File: src/rtl/aes_uart_pkg.sv
// Shared types and widths for the UART-fed AES receive/decrypt/transmit controller.
package aes_uart_pkg;

    typedef enum logic [2:0] {
        ST_IDLE,
        ST_COLLECT,
        ST_DECRYPT,
        ST_SEND,
        ST_GAP
    } state_t;

    localparam int BYTE_CNT_W = 5;
    localparam int TIMER_W    = 20;

    localparam logic [BYTE_CNT_W-1:0] BLOCK_BYTES = 5'd16;
    localparam logic [BYTE_CNT_W-1:0] LAST_BYTE   = 5'd15;

endpackage

File: src/rtl/aes_rx_decrypt_ctrl_if.sv
// Handshake between the frame controller (master) and the AES decryption core (slave).
interface aes_rx_decrypt_ctrl_if;

    logic         dec_start;
    logic [127:0] dec_ciphertext;
    logic [127:0] dec_key;
    logic         dec_done;
    logic [127:0] dec_plaintext;

    modport master (
        output dec_start,
        output dec_ciphertext,
        output dec_key,
        input  dec_done,
        input  dec_plaintext
    );

    modport slave (
        input  dec_start,
        input  dec_ciphertext,
        input  dec_key,
        output dec_done,
        output dec_plaintext
    );

endinterface

File: src/rtl/cycle_timer.sv
// Loadable down-counter; expired is high once the count has reached zero.
module cycle_timer
    import aes_uart_pkg::*;
#(
    parameter int W = TIMER_W
) (
    input  logic         clock,
    input  logic         reset,
    input  logic         load,
    input  logic         enable,
    input  logic [W-1:0] load_value,
    output logic         expired
);

    logic [W-1:0] count;

    always_ff @(posedge clock) begin
        if (reset) begin
            count <= '0;
        end else if (load) begin
            count <= load_value;
        end else if (enable && count != '0) begin
            count <= count - W'(1);
        end
    end

    assign expired = (count == '0);

endmodule

File: src/rtl/aes_rx_decrypt_ctrl.sv
// Collects 16 UART bytes into an AES block, runs the decryption core, then
// returns the plaintext over UART one byte at a time with a fixed inter-byte gap.
//
// state    | meaning
// IDLE     | waiting for the first byte of a frame
// COLLECT  | assembling bytes 2..16, inactivity timer running
// DECRYPT  | dec_start issued, waiting for dec_done
// SEND     | tx_dv issued for one byte, waiting for tx_done
// GAP      | idle spacing before the next plaintext byte
module aes_rx_decrypt_ctrl
    import aes_uart_pkg::*;
#(
    parameter int           TIMEOUT_CYCLES = 1000000,
    parameter int           GAP_CYCLES     = 100000,
    parameter logic [127:0] KEY            = 128'h6d6120686f6f6f6f6f6e20726f686974
) (
    input  logic                  clock,
    input  logic                  reset,
    input  logic                  rx_dv,
    input  logic [7:0]            rx_byte,
    output logic                  tx_dv,
    output logic [7:0]            tx_byte,
    input  logic                  tx_done,
    output logic [127:0]          plain_data,
    output logic                  frame_valid,
    output logic                  timeout_err,
    output logic                  overrun_err,
    output logic [7:0]            frame_count,
    aes_rx_decrypt_ctrl_if.master dec
);

    // Timer is loaded with N-1 so that expiry coincides with the N-th idle clock.
    localparam logic [TIMER_W-1:0] TIMEOUT_LOAD = TIMER_W'(TIMEOUT_CYCLES - 1);
    localparam logic [TIMER_W-1:0] GAP_LOAD     = TIMER_W'(GAP_CYCLES - 1);

    state_t                 state, state_nxt;
    logic [BYTE_CNT_W-1:0]  rx_cnt, tx_cnt;
    logic [127:0]           cipher_q, tx_shift;
    logic                   dec_start_q;

    logic                   timer_load, timer_en, timer_expired;
    logic [TIMER_W-1:0]     timer_value;

    logic first_byte, next_byte, launch, capture, send_next, timeout_hit, overrun_hit;

    cycle_timer #(.W(TIMER_W)) u_timer (
        .clock      (clock),
        .reset      (reset),
        .load       (timer_load),
        .enable     (timer_en),
        .load_value (timer_value),
        .expired    (timer_expired)
    );

    always_ff @(posedge clock) begin
        if (reset) begin
            state <= ST_IDLE;
        end else begin
            state <= state_nxt;
        end
    end

    always_comb begin
        state_nxt   = state;
        first_byte  = 1'b0;
        next_byte   = 1'b0;
        launch      = 1'b0;
        capture     = 1'b0;
        send_next   = 1'b0;
        timeout_hit = 1'b0;
        overrun_hit = 1'b0;
        timer_load  = 1'b0;
        timer_en    = 1'b0;
        timer_value = TIMEOUT_LOAD;
        case (state)
            ST_IDLE: begin
                if (rx_dv) begin
                    first_byte = 1'b1;
                    timer_load = 1'b1;
                    state_nxt  = ST_COLLECT;
                end
            end
            ST_COLLECT: begin
                // A byte landing on the expiry clock wins over the timeout.
                if (rx_dv) begin
                    next_byte  = 1'b1;
                    timer_load = 1'b1;
                    if (rx_cnt == LAST_BYTE) begin
                        launch    = 1'b1;
                        state_nxt = ST_DECRYPT;
                    end
                end else if (timer_expired) begin
                    timeout_hit = 1'b1;
                    state_nxt   = ST_IDLE;
                end else begin
                    timer_en = 1'b1;
                end
            end
            ST_DECRYPT: begin
                overrun_hit = rx_dv;
                if (dec.dec_done) begin
                    capture   = 1'b1;
                    state_nxt = ST_SEND;
                end
            end
            ST_SEND: begin
                overrun_hit = rx_dv;
                if (tx_done) begin
                    if (tx_cnt == BLOCK_BYTES) begin
                        state_nxt = ST_IDLE;
                    end else begin
                        timer_load  = 1'b1;
                        timer_value = GAP_LOAD;
                        state_nxt   = ST_GAP;
                    end
                end
            end
            ST_GAP: begin
                overrun_hit = rx_dv;
                if (timer_expired) begin
                    send_next = 1'b1;
                    state_nxt = ST_SEND;
                end else begin
                    timer_en = 1'b1;
                end
            end
            default: state_nxt = ST_IDLE;
        endcase
    end

    always_ff @(posedge clock) begin
        if (reset) begin
            cipher_q    <= '0;
            tx_shift    <= '0;
            rx_cnt      <= '0;
            tx_cnt      <= '0;
            dec_start_q <= 1'b0;
            tx_dv       <= 1'b0;
            tx_byte     <= '0;
            plain_data  <= '0;
            frame_valid <= 1'b0;
            timeout_err <= 1'b0;
            overrun_err <= 1'b0;
            frame_count <= '0;
        end else begin
            dec_start_q <= launch;
            tx_dv       <= capture | send_next;
            timeout_err <= timeout_hit;
            overrun_err <= overrun_hit;
            if (first_byte) begin
                cipher_q    <= {rx_byte, 120'd0};
                rx_cnt      <= BYTE_CNT_W'(1);
                frame_valid <= 1'b0;
            end
            if (next_byte) begin
                // Byte k of the frame lands at bits [127-8k -: 8]; ~k gives 15-k.
                cipher_q[{~rx_cnt[3:0], 3'b000} +: 8] <= rx_byte;
                rx_cnt <= rx_cnt + BYTE_CNT_W'(1);
            end
            if (timeout_hit) begin
                cipher_q <= '0;
                rx_cnt   <= '0;
            end
            if (capture) begin
                plain_data  <= dec.dec_plaintext;
                tx_byte     <= dec.dec_plaintext[127:120];
                tx_shift    <= {dec.dec_plaintext[119:0], 8'd0};
                tx_cnt      <= BYTE_CNT_W'(1);
                rx_cnt      <= '0;
                frame_valid <= 1'b1;
                frame_count <= frame_count + 8'd1;
            end
            if (send_next) begin
                tx_byte  <= tx_shift[127:120];
                tx_shift <= {tx_shift[119:0], 8'd0};
                tx_cnt   <= tx_cnt + BYTE_CNT_W'(1);
            end
        end
    end

    assign dec.dec_start      = dec_start_q;
    assign dec.dec_ciphertext = cipher_q;
    assign dec.dec_key        = KEY;

endmodule

File: src/flat_wrapper.sv
// flat-port wrapper written by rule: the top's interface ports become plain ports
module aes_rx_decrypt_ctrl_flat import aes_uart_pkg::*;
#(
    parameter int           TIMEOUT_CYCLES = 1000000,
    parameter int           GAP_CYCLES     = 100000,
    parameter logic [127:0] KEY            = 128'h6d6120686f6f6f6f6f6e20726f686974
)
  (clock, reset, rx_dv, rx_byte, tx_dv, tx_byte, tx_done, plain_data, frame_valid, timeout_err, overrun_err, frame_count, dec_dec_start, dec_dec_ciphertext, dec_dec_key, dec_dec_done, dec_dec_plaintext);
  aes_rx_decrypt_ctrl_if dec_i ();
  input  logic clock;
  input  logic reset;
  input  logic rx_dv;
  input  logic [7:0] rx_byte;
  output logic tx_dv;
  output logic [7:0] tx_byte;
  input  logic tx_done;
  output logic [127:0] plain_data;
  output logic frame_valid;
  output logic timeout_err;
  output logic overrun_err;
  output logic [7:0] frame_count;
  output wire logic [$bits(dec_i.dec_start)-1:0] dec_dec_start;
  output wire logic [$bits(dec_i.dec_ciphertext)-1:0] dec_dec_ciphertext;
  output wire logic [$bits(dec_i.dec_key)-1:0] dec_dec_key;
  input wire logic [$bits(dec_i.dec_done)-1:0] dec_dec_done;
  input wire logic [$bits(dec_i.dec_plaintext)-1:0] dec_dec_plaintext;
  assign dec_dec_start = dec_i.dec_start;
  assign dec_dec_ciphertext = dec_i.dec_ciphertext;
  assign dec_dec_key = dec_i.dec_key;
  assign dec_i.dec_done = dec_dec_done;
  assign dec_i.dec_plaintext = dec_dec_plaintext;
  aes_rx_decrypt_ctrl #(.TIMEOUT_CYCLES(TIMEOUT_CYCLES), .GAP_CYCLES(GAP_CYCLES), .KEY(KEY)) u_core (.clock(clock), .reset(reset), .rx_dv(rx_dv), .rx_byte(rx_byte), .tx_dv(tx_dv), .tx_byte(tx_byte), .tx_done(tx_done), .plain_data(plain_data), .frame_valid(frame_valid), .timeout_err(timeout_err), .overrun_err(overrun_err), .frame_count(frame_count), .dec(dec_i));
endmodule
File: config.mk
export PLATFORM = sky130hd
export DESIGN_NAME = aes_rx_decrypt_ctrl_flat
export DESIGN_NICKNAME = d
export VERILOG_FILES = /design/src/rtl/aes_uart_pkg.sv /design/src/rtl/aes_rx_decrypt_ctrl_if.sv /design/src/rtl/cycle_timer.sv /design/src/rtl/aes_rx_decrypt_ctrl.sv /design/src/flat_wrapper.sv
export SDC_FILE = /design/constraint.sdc
export NUM_CORES = 1
export LEC_CHECK = 0
export CORE_MARGIN = 10
export CORE_UTILIZATION = 45
export DETAILED_ROUTE_END_ITERATION = 10
export PLACE_DENSITY = 0.89
export SYNTH_ARGS = -nofsm -noshare
export SYNTH_HDL_FRONTEND = slang
export SYNTH_HIERARCHICAL = 1
export SYNTH_SLANG_ARGS = --single-unit
File: constraint.sdc
create_clock -name clock -period 4 [get_ports clock]
set_input_delay 0.6 -clock clock [delete_from_list [all_inputs] [get_ports clock]]
set_output_delay 0.6 -clock clock [all_outputs]
set_load 0.02 [all_outputs]
==> results.toml, run 1 <==
[clock_network]
cts_buffer_depth = 3
cts_sinks = 430
path_clk_slew_ns = 0.06
cts_setup_buffers = 0
htree_levels = 2
cts_resized = 0
ctsHoldBuffers = 0
cts-root-buf = "clkbuf_16"
worstSkewPairLatency_ns = 0.58
cts_buffers = 45
cts_tree = "done"

[routing]
postRouteAntennaNets = 0
routedWlPerCell_um = 19.80
post_drt_via_cell_ratio = 5.545
drcViolationCount = 0
first_iter_violations = 1719
vias = 16791
drtPass1Iterations = 8
routed_wl_um = 59950

[synth]
syn_area_um2 = 17940
synth_most_common_cell = "nand2_1"
ys_seq_elements = 430
postSynthCellCount = 2143
synthTopCellsByCount = "nand2_1, dfxtp_1, a21oi_1"
seq_area_frac_synth = 0.4797
synth_top_area_cell = "dfxtp_1"
synth_edf_count = 0
avgSynthCellArea_um2 = 8.373
synth_ff_type = "dfxtp_1"
synth_top_area_share = 0.4797
synth_area_leaders = "dfxtp_1, nand2_1, a21oi_1"
synth.distinct_cells = 89
async_flop_share = 0
synth_warnings = 6

[timing]
fin_ws_ns = 0.7607
rsz0062_at_grt = "no"
finalHoldViolations = 0
relSlewSlack = 0.1462
skew_ns = 0.02526
worst_pin_slew_ns = 1.281
max_freq_mhz = 308.7
period_minus_slack_ns = 3.239
setup_viol = 0
finalCritPeriodShare = 0.8098
finalSetupTns_ns = 0
finalMaxSlewViolations = 0
timing.hold.ws_ns = 0.4539

[global_routing]
grt_antenna_before_repair = 3
grt_pass1_wl_um = 91000
grt_max_degree = 154
first_global_vias = 16520
grt_overflow = 0
grt_usage = 0.2313

[cells_and_area]
multi_input_area_um2 = 8118
drive_above_1_share = 0.05513
final_area_um2 = 23440
area_growth_pct = 30.62
nets = 2620
diodes = 0
utilization = 0.5926
seqCellArea_um2 = 8608
nFillCells = 3174

[die]
die_y_um = 219.7
core_um2 = 39550
dieArea_um2 = 48260
start_util = 0.4537
chipWidth_um = 219.7
io_pins = 546
std_cell_rows = 73

[critical_path]
cp_data_required_time_ns = 4.40
worst_setup_path_end_kind = "flip-flop"
critical_path_class = "reg2reg"
worstRegToRegCells = 9
crit_fanout = 64
worst_ep_arrival_time_ns = 3.64
worst_setup_path_start_kind = "flip-flop"
r2r-start = "u_core/u_timer/count[0]"
r2r_setup_slack_ns = 0.76
timing.rr.end = "u_core/dec.dec_ciphertext[11]"

[outcome]
status = "finished clean"

[placed_design]
place.gp.congestion = 0.8725
post_dp_cell_area_um2 = 21870
hpwl_um = 42240
io_buffer_count = 417
place_worst_setup_slack_ns = 0.4424

[power_and_ir_drop]
leakage_nw = 7.965
vdd_ir_drop_max_v = 0.0003397
cellPowerDensity_nw_per_um2 = 403.0

[min_path]
min_path_cells = 2
min_path_type = "in2reg"
min_to = "u_core/plain_data[49]"
hp-start = "reset"

[run]
maxCapViolations = 0
## per-layer routing
layer | GRT usage | routed length [µm] | vias to the layer above
li1 | - | - | 7802
met1 | 0.2623 | 22170 | 7962
met2 | 0.3925 | 28970 | 859
met3 | 0.07541 | 6496 | 162
met4 | 0.09906 | 2278 | 6
met5 | 0 | 34 | -
## how the worst max path moves through the flow
stage | startpoint | end | slack (ns) | cells past startpoint
6_report | u_core/u_timer/count[0] | u_core/dec.dec_ciphertext[11] | 0.76 | 9
5_1_grt | u_core/rx_cnt[0] | u_core/dec.dec_ciphertext[10] | 0.53 | 7
4_1_cts | u_core/u_timer/count[0] | u_core/dec.dec_ciphertext[10] | 0.82 | 9
3_5_place_dp | rx_dv | u_core/u_timer/count[8] | 0.44 | 9
3_3_place_gp | rx_dv | u_core/u_timer/count[8] | 0.57 | 9
2_1_floorplan | u_core/u_timer/count[0] | u_core/u_timer/count[8] | 0.79 | 14
## report_power, final
| part | total, W | internal (W) | switching [W] | leakage [nW] |
|---|---|---|---|---|
| registers | 0.00436 | 0.00431 | 0.0000414 | 3.47 |
| logic | 0.000668 | 0.000245 | 0.000423 | 3.73 |
| clock network | 0.00442 | 0.00263 | 0.00180 | 0.764 |
| total | 0.00945 | 0.00718 | 0.00226 | 7.97 |
## layout make-up
cell class              count  area share
clock buffers              53     0.05152
clock inverters            27     0.01521
inverters                  15    0.002402
multi-input cells        1537      0.3464
flip-flops and latches    430      0.3673
well taps                 525     0.02803
repair buffers            441      0.1892
## cells in the final DEF, fill, tap and decap left out, drive strengths merged, types with 9 or more instances in the layout
cell	count
mux2i	36
a21oi	214
and3	11
inv	16
nand2	593
buf	25
clkinv	15
clkdlybuf4s50	416
o211ai	17
nand4	13
nor2	54
clkbuf	53
ha	9
a311oi	16
dfxtp	430
a31oi	132
nor3	11
a211oi	37
a22oi	11
conb	140
nand3b	12
nand3	80
nor4	11
a221oi	16
xnor2	16
## metrics by stage
step / total power, W / std cells
global placement: 0.005085 / 2948
floorplan: 0.004950 / 2281
global route: 0.009747 / 3028
CTS: 0.009502 / 3028
finish: 0.009446 / 3028
detailed placement: 0.005099 / 2948
## critical path, stage by stage (launching register included)
cell and delay, ns:
dfxtp_1 0.35, inv_1 0.10, ha_1 0.14, or4b_2 0.62
nor3_2 0.19, and2_1 0.27, nor2b_1 0.36, a21o_2 0.57
buf_12 0.34, a221oi_1 0.09
## kinds of logic after synthesis
| family | share of synthesized area |
|---|---|
| AO/OA/AOI/OAI | 0.1733 |
| XOR/XNOR | 0.009762 |
| adder cells (fa/ha/maj) | 0.006276 |
| flip-flops | 0.4797 |
| AND/OR/NAND/NOR | 0.2109 |
| buffers and inverters | 0.09957 |
| other | 0.0004185 |
| multiplexers | 0.02008 |
## registers in the layout, summed over array words and instances (netlist names)
name	count
u_core/dec.dec_ciphertext	128
u_core/plain_data	128
u_core/tx_shift	120
u_core/u_timer/count	20
u_core/frame_count	8
u_core/tx_byte	8
u_core/rx_cnt	5
u_core/tx_cnt	5
u_core/state	3
u_core/dec.dec_start	1
u_core/frame_valid	1
u_core/overrun_err	1
u_core/timeout_err	1
u_core/tx_dv	1
No activity file was read; power rests on OpenSTA's default activity.
==> run 2, diff against run 1 <==
--- a/config.mk
+++ b/config.mk
@@ -6,7 +6,7 @@
 export NUM_CORES = 1
 export LEC_CHECK = 0
 export CORE_MARGIN = 10
-export CORE_UTILIZATION = 45
+export CORE_UTILIZATION = 43
 export DETAILED_ROUTE_END_ITERATION = 10
 export PLACE_DENSITY = 0.89
 export SYNTH_ARGS = -nofsm -noshare
==> constraint.sdc (replaced) <==
create_clock -name clock -period 2.9 [get_ports clock]
set_input_delay 0.435 -clock clock [delete_from_list [all_inputs] [get_ports clock]]
set_output_delay 0.435 -clock clock [all_outputs]
set_load 0.02 [all_outputs]
==> run 2 against run 1 <==
  * Maximum frequency is 16% higher
  * Clock skew fell by 0.013 ns
  * Global-route usage about the same
  * Clock-buffer cell count is 4 higher
  * Critical path type unchanged
==> results.toml, run 2 (synthesis gave the netlist of run 1 again) <==
[outcome]
status = "finished clean"

[cells_and_area]
final_common_cell = "nand2_1"
final_area_um2 = 23890
area_growth_pct = 33.15
drive_above_1_share = 0.07258
nets = 2665
final_cell_mix = "nand2_1, dfxtp_1, clkdlybuf4s50_1, a21oi_1, conb_1"
diodes = 0

[placed_design]
place_worst_setup_slack_ns = 0.02166
io_buffer_count = 417
post_dp_cell_area_um2 = 22280
place.gp.congestion = 0.8940
hpwl_um = 44520

[global_routing]
grt_pass1_wl_um = 95460
first_global_vias = 16916
grt_usage = 0.2317
grt_antenna_before_repair = 2
grt_overflow = 0
grt_max_degree = 159

[timing]
period_minus_slack_ns = 2.784
finalCritPeriodShare = 0.9601
skew_ns = 0.01229
rsz0062_at_grt = "no"
setup_viol = 0
worst_pin_slew_ns = 0.8551
relSlewSlack = 0.4282
fin_ws_ns = 0.1156
finalMaxSlewViolations = 0
max_freq_mhz = 359.1
finalHoldViolations = 0

[routing]
postRouteAntennaNets = 0
drcViolationCount = 0
routedWlPerCell_um = 20.16
routed_wl_um = 62110
first_iter_violations = 2069
post_drt_via_cell_ratio = 5.571
drtPass1Iterations = 8
vias = 17163

[die]
io_pins = 546
dieArea_um2 = 50300
std_cell_rows = 74
die_y_um = 224.3
start_util = 0.4375
chipWidth_um = 224.3
core_um2 = 41020

[power_and_ir_drop]
cellPowerDensity_nw_per_um2 = 551.1
vdd_ir_drop_max_v = 0.0004592
total_power_w = 0.01317
leakage_nw = 8.227

[critical_path]
crit_chain = "inv_1 -> ha_1 -> nand3_1 -> o311ai_0 -> a21oi_1"
worst_setup_path_start_kind = "flip-flop"
cp_slowest_cell = "o311ai_0"
worst_ep_arrival_time_ns = 3.22
critical_path_class = "reg2reg"
crit_fanout = 16
worst-path-buf-inv = 1
worstRegToRegCells = 5
slowest_delay_ns = 0.64
r2r_setup_slack_ns = 0.12
worst_setup_path_end_kind = "flip-flop"
critPathTopFamily = "compound AO/OA/AOI/OAI gates"
cp_data_required_time_ns = 3.33
r2r-start = "u_core/rx_cnt[0]"
timing.rr.end = "u_core/dec.dec_ciphertext[113]"

[clock_network]
path_clk_slew_ns = 0.06
cts_buffers = 45
cts_sinks = 430
cts_buffer_depth = 3
worstSkewPairLatency_ns = 0.57
cts_tree = "done"
htree_levels = 2
cts-root-buf = "clkbuf_16"

[min_path]
min_to = "u_core/plain_data[46]"
min_path_type = "in2reg"
min_path_cells = 2
hp-start = "reset"

[run]
maxCapViolations = 0
[run 2: changes by cell type in the layout (fill, tap and decap cells not counted), sizes merged]
| cell | change |
|---|---|
| buf | +45 |
| bufinv | +1 |
| clkbuf | +4 |
| clkinv | -6 |
| clkinvlp | -1 |
| inv | +3 |
[run 2: area by class of cell]
cell class	count	area, µm²
Inverter	15	56.30
Clock buffer	57	1231
Multi-Input combinational cell	1537	8145
Fill cell	3356	17130
Clock inverter	24	346.6
Timing Repair Buffer	486	4838
Sequential cell	430	8608
Tap cell	532	665.6
[run 2: per-stage QoR]
step | hold slack [ns] | cells | utilization | TNS (ns)
after floorplan | 0.4366 | 2281 | - | -0.2292
after global placement | 0.4413 | 2999 | 0.5431 | 0
after detailed placement | 0.4455 | 2999 | 0.5431 | 0
after CTS | 0.3418 | 3080 | 0.5815 | 0
after global routing | 0.3758 | 3081 | 0.5825 | 0
final | 0.3264 | 3081 | 0.5825 | 0
[run 2: how the worst max path moves through the flow]
| stage | from | endpoint | slack (ns) | cells after the start |
|---|---|---|---|---|
| floorplan | u_core/u_timer/count[0] | u_core/u_timer/count[10] | -0.12 | 14 |
| global placement | u_core/u_timer/count[1] | u_core/u_timer/count[8] | 0.18 | 13 |
| detailed placement | u_core/u_timer/count[1] | u_core/u_timer/count[8] | 0.02 | 13 |
| CTS | u_core/u_timer/count[1] | u_core/u_timer/count[8] | 0.03 | 13 |
| global route | u_core/u_timer/count[1] | u_core/tx_shift[44] | 0.07 | 11 |
| finish | u_core/rx_cnt[0] | u_core/dec.dec_ciphertext[113] | 0.12 | 5 |
[run 2: worst register-to-register path, stage by stage, from the launching register on]
cell and delay, ns:
dfxtp_1 0.49, inv_1 0.21, ha_1 0.59, nand3_1 0.57
o311ai_0 0.65, a21oi_1 0.15
[run 2: repair_timing]
| item | CTS | global route |
|---|---|---|
| resized for setup | 0 | 7 |
| endpoints found under the setup margin | 0 | 97 |
| setup buffers | 0 | 1 |
| hold buffers | 0 | 0 |
[run 2: power by group]
part	total [W]	leakage, nW	switching, W	internal, W
clock network	0.00618	0.772	0.00245	0.00373
logic	0.000989	3.99	0.000612	0.000376
registers	0.00600	3.47	0.0000470	0.00595
total	0.0132	8.23	0.00311	0.0101
[run 2: per-layer routing]
metal | wire length (µm) | GRT usage | up-vias
li1 | - | - | 7915
met1 | 22810 | 0.2596 | 8195
met2 | 30880 | 0.4049 | 890
met3 | 6325 | 0.07638 | 159
met4 | 2062 | 0.08160 | 4
met5 | 32 | 0 | -
==> run 3, diff against run 2 <==
--- a/config.mk
+++ b/config.mk
@@ -6,9 +6,9 @@
 export NUM_CORES = 1
 export LEC_CHECK = 0
 export CORE_MARGIN = 10
-export CORE_UTILIZATION = 43
+export CORE_UTILIZATION = 35
 export DETAILED_ROUTE_END_ITERATION = 10
-export PLACE_DENSITY = 0.89
+export PLACE_DENSITY = 0.77
 export SYNTH_ARGS = -nofsm -noshare
 export SYNTH_HDL_FRONTEND = slang
 export SYNTH_HIERARCHICAL = 1
==> run 3 against run 2 <==
  * First-iteration DRC count shrank 21%
  * Global-route usage shrank 4.5 points
  * Cell count grew 4.7%
  * Design area grew 0.68%
  * Maximum frequency grew 1.6%
  * Worst setup slack gained 0.044 ns
  * Clock-buffer cell count grew 7
  * Critical path type unchanged
==> results.toml, run 3 (synthesis gave the netlist of run 1 again) <==
[min_path]
min_path_type = "in2reg"

[routing]
drtPass1Iterations = 5
drcViolationCount = 0
vias = 16763
post_drt_via_cell_ratio = 5.196
first_iter_violations = 1625
postRouteAntennaNets = 0
routed_wl_um = 61410
routedWlPerCell_um = 19.04

[global_routing]
grt_overflow = 0
grt_usage = 0.1871
grt_antenna_before_repair = 4
grt_max_degree = 135
first_global_vias = 16398
grt_pass1_wl_um = 92850

[timing]
setup_viol = 0
worst_pin_slew_ns = 0.8550
finalMaxSlewViolations = 0
finalHoldViolations = 0
max_freq_mhz = 364.9
finalCritPeriodShare = 0.9450
rsz0062_at_grt = "no"
skew_ns = 0.02543
period_minus_slack_ns = 2.740
fin_ws_ns = 0.1596
timing.hold.ws_ns = 0.2829
relSlewSlack = 0.4294

[critical_path]
r2r_setup_slack_ns = 0.16
cp_data_required_time_ns = 3.38
worst_ep_arrival_time_ns = 3.22
critical_path_class = "reg2reg"
worst_setup_path_end_kind = "flip-flop"
worst-path-buf-inv = 2
crit_chain = "inv_1 -> ha_1 -> or4b_4 -> nor3_2 -> and2_1 -> nor2_1 -> o21a_1 -> nand2_1 -> or3_1 -> a211oi_1 -> buf_4 -> and4b_2 -> a2111oi_2"
crit_fanout = 5
cp_slowest_cell = "or4b_4"
worst_setup_path_start_kind = "flip-flop"
slowest_delay_ns = 0.47
critPathTopFamily = "simple AND/OR/NAND/NOR gates"

[power_and_ir_drop]
p_switching_w = 0.003247
vdd_ir_drop_max_v = 0.0003955
p_comb_frac = 0.076
cellPowerDensity_nw_per_um2 = 550.7
power_switching_share = 0.2451
p_seq_frac = 0.453
p_int_w = 0.009999
leakage_nw = 8.231
total_power_w = 0.01325
clockPowerShare = 0.472

[clock_network]
cts_buffers = 47
worstSkewPairLatency_ns = 0.59
cts-root-buf = "clkbuf_16"
htree_levels = 2
cts_tree = "done"
path_clk_slew_ns = 0.06
cts_buffer_depth = 3
cts_sinks = 430

[die]
std_cell_rows = 82
start_util = 0.3562
io_pins = 546
core_um2 = 50380
chipWidth_um = 246.4
dieArea_um2 = 60720
die_y_um = 246.4

[cells_and_area]
final_common_cell = "nand2_1"
drive_above_1_share = 0.07406
area_growth_pct = 34.06
final_cell_mix = "nand2_1, dfxtp_1, clkdlybuf4s50_1, a21oi_1, conb_1"
nets = 2665

[outcome]
status = "finished clean"

[placed_design]
hpwl_um = 44490
place_worst_setup_slack_ns = 0.01369
io_buffer_count = 417
place.gp.congestion = 0.8971

[run]
maxCapViolations = 0
[run 3: path summary, 6_finish.rpt]
check | start | end | cells after the start
max | u_core/u_timer/count[1] | u_core/u_timer/count[8] | 13
min | reset | u_core/state[0] | 2
max reg2reg | u_core/u_timer/count[1] | u_core/u_timer/count[8] | 13
min reg2reg | u_core/plain_data[14] | u_core/plain_data[14] | 2
[run 3: worst register-to-register path, cell delays in order (launching register included)]
cell	delay [ns]
dfxtp_1	0.32
inv_1	0.11
ha_1	0.17
or4b_4	0.47
nor3_2	0.19
and2_1	0.17
nor2_1	0.06
o21a_1	0.15
nand2_1	0.08
or3_1	0.14
a211oi_1	0.06
buf_4	0.16
and4b_2	0.24
a2111oi_2	0.32
[run 3: layout make-up]
class	instances	area [µm²]
Antenna cell	2	5.005
Clock buffer	64	1351
Clock inverter	22	277.8
Fill cell	4680	26320
Inverter	15	56.30
Multi-Input combinational cell	1537	8140
Sequential cell	430	8610
Tap cell	672	840.8
Timing Repair Buffer	484	4773
[run 3: stage by stage]
step / utilization / instances / setup TNS [ns] / instance area, µm²
final: 0.4775 / 3226 / 0 / 24050
after global routing: 0.4774 / 3225 / 0 / 24050
after floorplan: - / 2281 / -0.2292 / 18470
after global placement: 0.4444 / 3137 / 0 / 22390
after CTS: 0.4767 / 3223 / 0 / 24010
after detailed placement: 0.4444 / 3137 / 0 / 22390
[run 3: repair_timing]
action | CTS | global route
endpoints found under the setup margin | 0 | 230
hold buffers | 0 | 0
buffers inserted | 0 | 1
gates resized for setup | 0 | 8
hold endpoints to repair | 0 | 0
[run 3: layer usage]
metal  GRT usage  part of all wire  vias to the layer above
met5           0           0.00060                        -
met3     0.06059              0.10                      104
met2      0.3212              0.49                      756
li1            -                 -                     7896
met1      0.2176              0.38                     8001
met4     0.05737             0.022                        6
[run 3: power groups by stage]
| stage | registers (W) | clock network, W | logic, W |
|---|---|---|---|
| after floorplan | 0.00613 | 0 | 0.000698 |
| after CTS | 0.00599 | 0.00638 | 0.000971 |
| after global routing | 0.00600 | 0.00661 | 0.00107 |
| after detailed placement | 0.00613 | 0 | 0.000967 |
| final | 0.00600 | 0.00625 | 0.00100 |
| after global placement | 0.00612 | 0 | 0.000946 |
